**config.mk**
```make
export PLATFORM = sky130hd
export DESIGN_NAME = uart_tx_param
export DESIGN_NICKNAME = d
export VERILOG_FILES = /design/src/rtl/uart_pkg.sv /design/src/rtl/uart_tx_param_if.sv /design/src/rtl/uart_fifo.sv /design/src/rtl/uart_tx_param.sv
export SDC_FILE = /design/constraint.sdc
export NUM_CORES = 1
export LEC_CHECK = 0
export BUFFER_PORTS_ARGS = -buffer_cell sky130_fd_sc_hd__buf_2
export CORE_UTILIZATION = 45
export CTS_CLUSTER_SIZE = 28
export DETAILED_ROUTE_END_ITERATION = 8
export GPL_ROUTABILITY_DRIVEN = 0
export PLACE_DENSITY_LB_ADDON = 0.25
export SYNTH_ARGS = -nofsm -noshare
export SYNTH_HDL_FRONTEND = slang
export SYNTH_SLANG_ARGS = --single-unit
```
**constraint.sdc**
```tcl
create_clock -name ICLK_50 -period 6.3 [get_ports ICLK_50]
set_clock_uncertainty 0.1 [all_clocks]
set_input_delay 0.945 -clock ICLK_50 [delete_from_list [all_inputs] [get_ports ICLK_50]]
set_output_delay 0.945 -clock ICLK_50 [all_outputs]
set_load 0.02 [all_outputs]
```
**src/rtl/uart_pkg.sv**
```systemverilog
// uart_pkg: constants and TX state encoding shared by the UART blocks.
// Parity modes and the 3-bit FSM encoding are reused by the receiver.
package uart_pkg;

   localparam int PARITY_NONE = 0;
   localparam int PARITY_EVEN = 1;
   localparam int PARITY_ODD  = 2;

   typedef enum logic [2:0] {
      ST_IDLE   = 3'd0,
      ST_START  = 3'd1,
      ST_DATA   = 3'd2,
      ST_PARITY = 3'd3,
      ST_STOP   = 3'd4
   } tx_state_e;

   // d is zero-extended, so bits at or above n never flip the result
   function automatic logic parity_bit(input logic [8:0] d,
                                       input int n,
                                       input int mode);
      logic p;
      p = 1'b0;
      for (int i = 0; i < 9; i++) begin
         if (i < n) p = p ^ d[i];
      end
      return (mode == PARITY_ODD) ? ~p : p;
   endfunction

endpackage

```
**src/rtl/uart_tx_param_if.sv**
```systemverilog
// uart_tx_param_if: push/pop and status bundle around the TX word FIFO.
// master produces and consumes words, slave is the FIFO itself.
interface uart_tx_param_if #(
   parameter int W  = 8,
   parameter int LW = 3
);
   logic [W-1:0]  data;
   logic          push;
   logic          pop;
   logic [W-1:0]  rd_data;
   logic          full;
   logic          empty;
   logic [LW-1:0] level;

   modport master (
      output data, push, pop,
      input  rd_data, full, empty, level
   );

   modport slave (
      input  data, push, pop,
      output rd_data, full, empty, level
   );
endinterface

```
**src/rtl/uart_fifo.sv**
```systemverilog
// uart_fifo: synchronous FIFO with registered full/empty flags.
// A push is refused while full even if a pop happens on the same edge.
module uart_fifo #(
   parameter int W     = 8,
   parameter int DEPTH = 4
) (
   input logic            clk_i,
   input logic            rst_ni,
   uart_tx_param_if.slave f
);
   localparam int AW = $clog2(DEPTH);
   localparam int LW = $clog2(DEPTH + 1);

   logic [W-1:0]  mem_q [DEPTH];
   logic [AW-1:0] wr_q, rd_q;
   logic [LW-1:0] cnt_q, cnt_d;
   logic          full_q, empty_q;
   logic          wr_en, rd_en;

   assign wr_en = f.push & ~full_q;
   assign rd_en = f.pop & ~empty_q;

   always_comb begin
      cnt_d = cnt_q;
      unique case ({wr_en, rd_en})
         2'b10:   cnt_d = cnt_q + 1'b1;
         2'b01:   cnt_d = cnt_q - 1'b1;
         default: cnt_d = cnt_q;
      endcase
   end

   always_ff @(posedge clk_i or negedge rst_ni) begin
      if (!rst_ni) begin
         wr_q    <= '0;
         rd_q    <= '0;
         cnt_q   <= '0;
         full_q  <= 1'b0;
         empty_q <= 1'b1;
      end else begin
         if (wr_en) wr_q <= wr_q + 1'b1;
         if (rd_en) rd_q <= rd_q + 1'b1;
         cnt_q   <= cnt_d;
         full_q  <= (cnt_d == LW'(DEPTH));
         empty_q <= (cnt_d == '0);
      end
   end

   always_ff @(posedge clk_i) begin
      if (wr_en) mem_q[wr_q] <= f.data;
   end

   assign f.rd_data = mem_q[rd_q];
   assign f.full    = full_q;
   assign f.empty   = empty_q;
   assign f.level   = cnt_q;
endmodule

```
**src/rtl/uart_tx_param.sv**
```systemverilog
// uart_tx_param: parameterised UART transmitter fed by a word FIFO.
// Frames go out LSB first; queued words follow with no idle gap.
module uart_tx_param
   import uart_pkg::*;
#(
   parameter int DATA_BITS = 8,
   parameter int PARITY    = 0,
   parameter int STOP_BITS = 1,
   parameter int DEPTH     = 4
) (
   input  logic                       ICLK_50,
   input  logic                       IRST_N,
   input  logic                       ICLKEN,
   input  logic [DATA_BITS-1:0]       IDATA,
   input  logic                       IEN,
   output logic                       OTX,
   output logic                       OTX_BUSY,
   output logic                       OFULL,
   output logic                       OEMPTY,
   output logic [$clog2(DEPTH+1)-1:0] OLEVEL,
   output logic                       OOVF
);
   localparam int LW = $clog2(DEPTH + 1);
   localparam int BW = $clog2(DATA_BITS);
   localparam logic [BW-1:0] LAST = BW'(DATA_BITS - 1);
   localparam logic STOP_LAST = 1'(STOP_BITS - 1);

   if (DATA_BITS < 5 || DATA_BITS > 9 || PARITY < 0 || PARITY > 2 ||
       (STOP_BITS != 1 && STOP_BITS != 2) || DEPTH < 2 ||
       (DEPTH & (DEPTH - 1)) != 0) begin : g_bad_param
      $error("uart_tx_param: illegal parameter set");
   end

   uart_tx_param_if #(.W(DATA_BITS), .LW(LW)) fif ();

   tx_state_e            state_q, state_d;
   logic [DATA_BITS-1:0] shift_q, shift_d;
   logic [BW-1:0]        bit_q, bit_d;
   logic                 stop_q, stop_d;
   logic                 tx_q, tx_d;
   logic                 par_q, par_d;
   logic                 ovf_q;
   logic                 pop;
   logic                 head_par;

   assign fif.data = IDATA;
   assign fif.push = IEN;
   assign fif.pop  = pop;

   uart_fifo #(.W(DATA_BITS), .DEPTH(DEPTH)) u_fifo (
      .clk_i  (ICLK_50),
      .rst_ni (IRST_N),
      .f      (fif)
   );

   assign head_par = parity_bit(9'(fif.rd_data), DATA_BITS, PARITY);

   always_comb begin
      state_d = state_q;
      shift_d = shift_q;
      bit_d   = bit_q;
      stop_d  = stop_q;
      tx_d    = tx_q;
      par_d   = par_q;
      pop     = 1'b0;
      if (ICLKEN) begin
         unique case (state_q)
            ST_IDLE: begin
               if (!fif.empty) begin
                  pop     = 1'b1;
                  shift_d = fif.rd_data;
                  par_d   = head_par;
                  tx_d    = 1'b0;
                  state_d = ST_START;
               end
            end
            ST_START: begin
               tx_d    = shift_q[0];
               bit_d   = '0;
               state_d = ST_DATA;
            end
            ST_DATA: begin
               if (bit_q < LAST) begin
                  shift_d = shift_q >> 1;
                  tx_d    = shift_q[1];
                  bit_d   = bit_q + 1'b1;
               end else if (PARITY != PARITY_NONE) begin
                  tx_d    = par_q;
                  state_d = ST_PARITY;
               end else begin
                  tx_d    = 1'b1;
                  stop_d  = 1'b0;
                  state_d = ST_STOP;
               end
            end
            ST_PARITY: begin
               tx_d    = 1'b1;
               stop_d  = 1'b0;
               state_d = ST_STOP;
            end
            ST_STOP: begin
               if (stop_q != STOP_LAST) begin
                  stop_d = 1'b1;
               end else if (!fif.empty) begin
                  // next word starts right after the last stop bit
                  pop     = 1'b1;
                  shift_d = fif.rd_data;
                  par_d   = head_par;
                  tx_d    = 1'b0;
                  state_d = ST_START;
               end else begin
                  state_d = ST_IDLE;
               end
            end
            default: begin
               tx_d    = 1'b1;
               state_d = ST_IDLE;
            end
         endcase
      end
   end

   always_ff @(posedge ICLK_50 or negedge IRST_N) begin
      if (!IRST_N) begin
         state_q <= ST_IDLE;
         shift_q <= '0;
         bit_q   <= '0;
         stop_q  <= 1'b0;
         tx_q    <= 1'b1;
         par_q   <= 1'b0;
         ovf_q   <= 1'b0;
      end else begin
         state_q <= state_d;
         shift_q <= shift_d;
         bit_q   <= bit_d;
         stop_q  <= stop_d;
         tx_q    <= tx_d;
         par_q   <= par_d;
         ovf_q   <= IEN & fif.full;
      end
   end

   assign OTX      = tx_q;
   assign OTX_BUSY = (state_q != ST_IDLE);
   assign OFULL    = fif.full;
   assign OEMPTY   = fif.empty;
   assign OLEVEL   = fif.level;
   assign OOVF     = ovf_q;
endmodule

```
==> flow_metrics.tcl, run 1 <==
set metrics [dict create \
    min_period_ns 3.19 \
    maxSlewViolCount 0 \
    crit_type "in2reg" \
    h-tree-depth 3 \
    drive_above_1_share_pct 25.4 \
    arrival_ns 3.36 \
    initial_utilization_pct 47.6 \
    power_frac_clock_pct 28.2 \
    synth_nets 181 \
    net-switching-power_uw 448 \
    required_ns 6.47 \
    setup-tns-final_ns 0 \
    nNetsFinal 203 \
    pwr-share-comb_pct 28.2 \
    antennaDiodeCount 0 \
    dieArea_um2 5770 \
    end_kind "flop" \
    seqPwrFrac_pct 43.6 \
    wl_per_cell_um 16.7 \
    rsz0062_at_grt "no" \
    cp_slowest_cell "or4b_4" \
    cts-resized-gates 0 \
    cts_hold_buf 0 \
    grt_pass1_vias 1545 \
    grt_max_degree 26 \
    vias 1388 \
    worst_pin_slew_ns 0.587 \
    drc 0 \
    cell_internal_pwr_uw 973 \
    critPathMaxFanout 11 \
    grt_usage_pct 17.8 \
    avgSynthCellArea_um2 15.2 \
    synth_area_leaders "edfxtp_1 39%, dfrtp_1 23%, mux4_2 7.3%, o221a_1 3.2%, ha_1 3.1%" \
    grt_overflow 0 \
    detail-route-antenna-nets 0 \
    relSlewSlack_pct 60.9 \
    ys_ff_latch 57 \
    timing.fmax_mhz 314 \
    slowest_delay_ns 0.53 \
    synth-main-ff-cell "edfxtp_1" \
    die_w_um 76.0 \
    path_clk_slew_ns 0.06 \
    finalWirelength_mm 4.33 \
    boundaryPins 20 \
    grt_pass1_wl_mm 7.58 \
    clockBufferDepth 2 \
    finalCritPeriodShare_pct 50.6 \
    drv_cap 0 \
    antenna_found_initial 0 \
    hold_path_class "reg2reg" \
    numCtsBuffers 9 \
    ir_drop_v 0.000225 \
    post_cts_buffers 0 \
    area_growth_pct 15.3 \
    crit_family "simple AND/OR/NAND/NOR gates" \
    hpwlAfterDp_mm 3.08 \
    clock-root-buffer "clkbuf_8" \
    core_um2 5170 \
    clk_latency_ns 0.33 \
    hold_violations 0 \
    status "finished, final reports clean" \
    rows 26 \
    first_iter_violations 118 \
    synth_area_um2 2460 \
    p_leak_uw 0.00109 \
    total_power_uw 1420 \
    io_buffers 19 \
    ys_top_cells_by_count "32 x edfxtp_1, 23 x dfrtp_1, 11 x o21ai_0" \
    startpoint_type "input pin" \
    die_h_um 76.0 \
    yosysWarnings 0 \
    setup_viol 0 \
    synth-async-reset-ratio_pct 43.9 \
    yosys.area.top_type "edfxtp_1" \
    p_sw_share_pct 31.5 \
    power_density_nw_per_um2 501 \
    synth.distinct_cells 39 \
    synth_edf_count 32 \
    cts.sinks 57 \
    viasPerCell 5.36 \
    cts_tree "built" \
    seq_area_frac_synth_pct 64.6 \
    cp_cell_sequence "buf_2 > or4b_4 > inv_2 > ha_1 > inv_1 > fa_1 > nor2_1 > or3b_2 > and3b_1" \
    first_pass_iters 4 \
    critPathBufInv 3 \
    synth.most_common_cell "edfxtp_1" \
    synth_top_area_share_pct 39.0 \
    synth_cells 162 \
]
[placed cells by master, fill, tap and decap left out, types with 7 or more instances in the layout]
| cell type | synthesis | final |
|---|---|---|
| dfrtp_1 | 23 | 23 |
| o221a_1 | 7 | 7 |
| nand2b_1 | 8 | 8 |
| mux4_2 | 8 | 8 |
| buf_2 | 2 | 19 |
| o21ai_0 | 11 | 11 |
| edfxtp_1 | 32 | 32 |
| clkbuf_8 | 0 | 9 |
| inv_1 | 8 | 8 |
[path summary, 6_finish.rpt]
kind | start | end | slack [ns] | depth (start not counted)
max | ICLKEN | u_fifo.f.empty | 3.11 | 9
min | u_fifo.f.full | OOVF | 0.45 | 1
max reg2reg | state_q[0] | u_fifo.f.empty | 3.28 | 8
min reg2reg | u_fifo.f.full | OOVF | 0.45 | 1
max in group asynchronous | IRST_N | u_fifo.f.empty | 5.22 | 1
min in group asynchronous | IRST_N | shift_q[6] | 0.50 | 1
[metrics by stage]
step                      instances  worst slack, ns  instance area, µm²  hold WS (ns)  util, %
after floorplan                 162             3.09                2460         0.409        -
after global placement          243             2.84                2600         0.380     50.3
after detailed placement        243             2.77                2600         0.434     50.3
after CTS                       259             3.12                2840         0.455     54.8
after global routing            259             3.02                2840         0.476     54.8
final                           259             3.11                2840         0.446     54.8
[kinds of logic (layout without fill, tap and decap cells)]
family / after synthesis / count (layout) / synth area share (%)
AOI/OAI and AO/OA: 32 / 32 / 10.3
xor gates and xnor gates: 5 / 5 / 1.78
adders and majority gates: 7 / 7 / 3.86
buffers and inverters: 18 / 45 / 3.15
DFF: 57 / 57 / 64.6
muxes: 8 / 8 / 7.32
and+or+nand+nor: 35 / 35 / 9.00
[routing by layer]
layer	track usage, %	share of wire [%]
met3	6.27	4.3
met2	29.0	51
met1	20.7	42
met4	9.81	2.7
met5	0	0
[cell type report]
class                      count  area (µm²)
clock buffer                   9         124
clock inverter                 7         109
fill                         419        2340
inverter                      10        37.5
multi-input combinational     87         795
sequential                    57        1590
tap                           70        87.6
timing repair buffer          19        95.1
[registers in the layout, indices dropped and copies added (netlist names), 2 cells and up]
| name | count |
|---|---|
| u_fifo.wr_q | 2 |
| u_fifo.rd_q | 2 |
| bit_q | 3 |
| shift_q | 8 |
| u_fifo.f.level | 3 |
| state_q | 3 |
| u_fifo.mem_q | 32 |
[worst register-to-register path: cells and delay by family (launching register included)]
family | cells | cell delay [ns]
and+or+nand+nor | 4 | 1.34
adders and majority gates | 2 | 0.75
DFF | 1 | 0.51
buffers and inverters | 2 | 0.26
[power by group through the flow]
| stage | Clock (µW) | Sequential, µW | Combinational [µW] |
|---|---|---|---|
| finish | 401 | 619 | 401 |
| global placement | 0 | 618 | 380 |
| global route | 428 | 641 | 447 |
| floorplan | 0 | 582 | 340 |
| detailed placement | 0 | 629 | 408 |
| CTS | 408 | 622 | 408 |
No activity file was read; power rests on OpenSTA's default activity.
==> inputs of run 2 (changes only) <==
==> constraint.sdc (replaced) <==
create_clock -name ICLK_50 -period 2.9 [get_ports ICLK_50]
set_clock_uncertainty 0.1 [all_clocks]
set_input_delay 0.435 -clock ICLK_50 [delete_from_list [all_inputs] [get_ports ICLK_50]]
set_output_delay 0.435 -clock ICLK_50 [all_outputs]
set_load 0.02 [all_outputs]
==> run 2 against run 1 <==
  * Utilization fell by 0.89 points
  * Non-clock buffer count rose by 4
  * Count of clock-buffer cells in the layout rose by 1
  * Global-route usage fell by 0.44 points
  * Critical path type is now reg2reg
  * Highest routed layer unchanged
==> flow_metrics.tcl, run 2 (synthesis results as in run 1) <==
set metrics [dict create \
    status "finished, final reports clean" \
    antenna_found_initial 0 \
    die_h_um 76.0 \
    hold_path_class "in2reg" \
    holdWs_ns 0.218 \
    first_iter_violations 90 \
    cts_tree "built" \
    grt_overflow 0 \
    rows 26 \
    grt_usage_pct 17.4 \
    largest_register_ffs 32 \
    pre_cts_ws_ns 0.0103 \
    path_clk_slew_ns 0.06 \
    crit_type "reg2reg" \
    end_kind "flop" \
    startpoint_type "flop" \
    ir_drop_v 0.000498 \
    slowest_delay_ns 0.59 \
    rsz0062_at_grt "no" \
    setup-tns-final_ns 0 \
    vias 1403 \
    finalCritPeriodShare_pct 94.4 \
    arrival_ns 2.90 \
    hpwlAfterDp_mm 2.86 \
    min_period_ns 2.74 \
    drv_cap 0 \
    layout_common_cells "32 x edfxtp_1, 23 x dfrtp_1, 19 x buf_2" \
    die_w_um 76.0 \
    final_area_um2 2790 \
    wl_per_cell_um 16.5 \
    timing.fmax_mhz 365 \
    clock-root-buffer "clkbuf_8" \
    fillers 433 \
    initial_utilization_pct 47.6 \
    hold_violations 0 \
    cp_cell_sequence "or4b_4 > inv_2 > ha_1 > inv_1 > fa_1 > nor2_1 > or3b_2 > and3b_1" \
    cp_slowest_cell "or4b_4" \
    worst_pin_slew_ns 0.614 \
    antennaDiodeCount 0 \
    drive_above_1_share_pct 25.9 \
    post-route-util_pct 53.9 \
    required_ns 3.06 \
    postPlaceCellArea_um2 2630 \
    critPathMaxFanout 3 \
    cts.sinks 57 \
    power_density_nw_per_um2 1020 \
    finalWirelength_mm 4.34 \
    h-tree-depth 3 \
    p_leak_uw 0.00108 \
    dieArea_um2 5770 \
    clk_latency_ns 0.33 \
    post_cts_buffers 0 \
    grt_max_degree 26 \
    detail-route-antenna-nets 0 \
    first_pass_iters 4 \
    area_growth_pct 13.4 \
    layout_setup_ws_ns 0.163 \
    setup_viol 0 \
    core_um2 5170 \
    maxSlewViolCount 0 \
    grt_pass1_wl_mm 7.41 \
    io_buffers 19 \
    viasPerCell 5.33 \
    grt_pass1_vias 1496 \
    clockBufferDepth 2 \
    numCtsBuffers 9 \
    nNetsFinal 207 \
    relSlewSlack_pct 59.0 \
    reg_top3 "u_fifo.mem_q (32), shift_q (8)" \
    regMostFlops "u_fifo.mem_q" \
    drc 0 \
    final_common_cell "edfxtp_1" \
    boundaryPins 20 \
]
## run 2: changes by cell type in the layout (fill, tap and decap cells not counted), sizes merged
cell and delta:
bufinv -3, buf +3, clkbuf +1, clkinv +3, dlygate4sd3 +1, clkinvlp -1
## run 2: final timing paths
check                           start                  to  slack [ns]  cells after the start
min in group asynchronous      IRST_N          shift_q[4]        0.54                      2
max in group asynchronous      IRST_N                OOVF        1.78                      2
hold reg to reg                   OTX                 OTX        0.42                      2
setup / recovery           state_q[1]      u_fifo.f.empty        0.16                      8
setup reg to reg           state_q[1]      u_fifo.f.empty        0.16                      8
hold / removal               IDATA[5]  u_fifo.mem_q[2][5]        0.22                      1
## run 2: critical path: cells and delay by family (launching register included)
kind | cells | cell delay, ns
adders and majority gates | 2 | 0.70
buffers and inverters | 2 | 0.15
DFF | 1 | 0.38
and+or+nand+nor | 4 | 1.34
## run 2: routing by layer
layer | up-vias | track usage [%] | wire length [µm]
li1 | 657 | - | -
met1 | 702 | 22.2 | 1940
met2 | 37 | 26.9 | 2140
met3 | 7 | 5.54 | 185
met4 | 0 | 8.65 | 72
met5 | - | 0 | 0
## run 2: repair_timing
| item | CTS | global route |
|---|---|---|
| resized for setup | 0 | 0 |
| endpoints found under the hold margin | 3 | 0 |
| endpoints found under the setup margin | 0 | 0 |
| hold buffers | 1 | 0 |
## run 2: report_power, final
| group | internal [µW] | total [µW] | switching [µW] |
|---|---|---|---|
| Clock | 296 | 592 | 296 |
| Combinational | 463 | 926 | 463 |
| Sequential | 1110 | 1320 | 202 |
## run 2: layout make-up
cell class,count,area (µm²),area share [%]
sequential,57,1590,57.0
multi-input combinational,87,795,28.5
clock buffer,10,128,4.57
timing repair buffer,23,128,4.57
tap,70,87.6,3.14
inverter,10,37.5,1.35
clock inverter,6,26.3,0.942
## run 2: through the flow
stage | std cells | power (µW)
6_report | 263 | 2830
3_5_place_dp | 246 | 2260
5_1_grt | 263 | 3040
2_1_floorplan | 162 | 2000
3_3_place_gp | 246 | 2210
4_1_cts | 263 | 2870
==> inputs of run 3 (changes only) <==
--- a/config.mk
+++ b/config.mk
@@ -11,6 +11,7 @@
 export DETAILED_ROUTE_END_ITERATION = 8
 export GPL_ROUTABILITY_DRIVEN = 0
 export PLACE_DENSITY_LB_ADDON = 0.25
+export RECOVER_POWER = 50
 export SYNTH_ARGS = -nofsm -noshare
 export SYNTH_HDL_FRONTEND = slang
 export SYNTH_SLANG_ARGS = --single-unit
==> run 3 against run 2 <==
  * Sequential cell count unchanged
  * Critical endpoint unchanged
  * Critical path depth stayed put
  * Count of clock-buffer cells in the layout unchanged
  * Hold slack gained 0.013 ns
  * Combinational power about the same
  * Non-clock buffer count did not move
  * Utilization down 0.31 points
  * Sequential power hardly changed
  * Die area unchanged
  * First-iteration DRC count grew 19%
  * Global-route usage did not move
==> flow_metrics.tcl, run 3 (synthesis results as in run 1) <==
set metrics [dict create \
    finalCritPeriodShare_pct 94.4 \
    cts.sinks 57 \
    die_h_um 76.0 \
    whs_path_depth 2 \
    finalWirelength_mm 4.36 \
    setup_viol 0 \
    clockBufferDepth 2 \
    area_growth_pct 12.7 \
    hpwlAfterDp_mm 2.86 \
    largest_register_ffs 32 \
    die_w_um 76.0 \
    final_common_cell "edfxtp_1" \
    reg2regPathDepth 8 \
    end_kind "flop" \
    dieArea_um2 5770 \
    drv_cap 0 \
    required_ns 3.07 \
    reg_top3 "u_fifo.mem_q (32), shift_q (8)" \
    rr_startpoint "state_q[1]" \
    reg2reg_to "u_fifo.f.empty" \
    drive_above_1_share_pct 20.7 \
    hold_path_class "in2reg" \
    nNetsFinal 207 \
    worst_pin_slew_ns 1.38 \
    viasPerCell 5.32 \
    power_density_nw_per_um2 1020 \
    p_leak_uw 0.00105 \
    first_iter_violations 107 \
    regMostFlops "u_fifo.mem_q" \
    holdWs_ns 0.231 \
    total_power_uw 2840 \
    first_pass_iters 4 \
    grt_pass1_vias 1496 \
    clock-root-buffer "clkbuf_8" \
    vias 1400 \
    timing.fmax_mhz 365 \
    hold_violations 0 \
    critPathMaxFanout 3 \
    detail-route-antenna-nets 0 \
    drc 0 \
    io_buffers 19 \
    rsz0062_at_grt "no" \
    grt_max_degree 26 \
    initial_utilization_pct 47.6 \
    min_period_ns 2.74 \
    rows 26 \
    cts_tree "built" \
    numCtsBuffers 9 \
    clk_latency_ns 0.33 \
    postPlaceCellArea_um2 2630 \
    final_area_um2 2770 \
    post_cts_buffers 0 \
    core_um2 5170 \
    relSlewSlack_pct 8.20 \
    arrival_ns 2.90 \
    maxSlewViolCount 0 \
    grt_overflow 0 \
    grt_usage_pct 17.4 \
    crit_type "reg2reg" \
    wl_per_cell_um 16.6 \
    grt_pass1_wl_mm 7.41 \
    setup-tns-final_ns 0 \
    antenna_found_initial 0 \
    antennaDiodeCount 0 \
    path_clk_slew_ns 0.06 \
    h-tree-depth 3 \
    min_to "OOVF" \
    min_from "IEN" \
    status "finished, final reports clean" \
    cts-resized-gates 0 \
    ir_drop_v 0.000499 \
    boundaryPins 20 \
    layout_common_cells "32 x edfxtp_1, 23 x dfrtp_1, 11 x o21ai_0" \
    rrSetupSlack_ns 0.16 \
    startpoint_type "flop" \
]
## run 3: changes by cell type in the layout (fill, tap and decap cells not counted), sizes merged
cell    previous run  this run
buf               22        13
clkbuf            10        19
## run 3: per-layer routing
metal  up-vias  track usage, %  wire length [µm]
met5         -               0                 0
met4         0            8.65                82
met3         7            5.54               158
met2        30            26.9              2160
met1       706            22.2              1950
li1        657               -                 -
## run 3: metrics by stage
stage	util (%)	worst slack (ns)	cells
after global routing	53.6	0.0487	263
after global placement	50.8	0.0866	246
final	53.6	0.163	263
after floorplan	-	0.182	162
after CTS	53.9	0.145	263
after detailed placement	50.8	0.0103	246
## run 3: repair_timing
| item | 4_1_cts | 5_1_grt |
|---|---|---|
| hold buffers | 1 | 0 |
| hold endpoints to repair | 3 | 0 |
| endpoints found under the setup margin | 0 | 0 |
## run 3: layout make-up
cell class              count  area [µm²]
clock buffers              10         128
clock inverters             6        26.3
fillers                   437        2400
inverters                  10        37.5
multi-input cells          87         790
flip-flops and latches     57        1590
well taps                  70        87.6
repair buffers             23         116
## run 3: where the power goes
part	switching, µW	internal, µW	leakage [µW]
Combinational	463	461	0.000378
Sequential	202	1110	0.000593
Clock	301	296	0.0000823
Total	965	1870	0.00105
## run 3: worst max-delay path by stage
stage	start	end	slack, ns	cells after the start
global route	state_q[1]	u_fifo.f.empty	0.05	8
global placement	ICLKEN	u_fifo.f.empty	0.09	9
floorplan	state_q[1]	u_fifo.f.empty	0.18	9
detailed placement	ICLKEN	u_fifo.f.empty	0.01	9
CTS	state_q[1]	u_fifo.f.empty	0.14	8
finish	state_q[1]	u_fifo.f.empty	0.16	8
## run 3: critical path, stage by stage (launching register included)
cell     delay (ns)
dfrtp_1        0.39
or4b_4         0.59
inv_2          0.08
ha_1           0.18
inv_1          0.07
fa_1           0.52
nor2_1         0.05
or3b_2         0.45
and3b_1        0.25
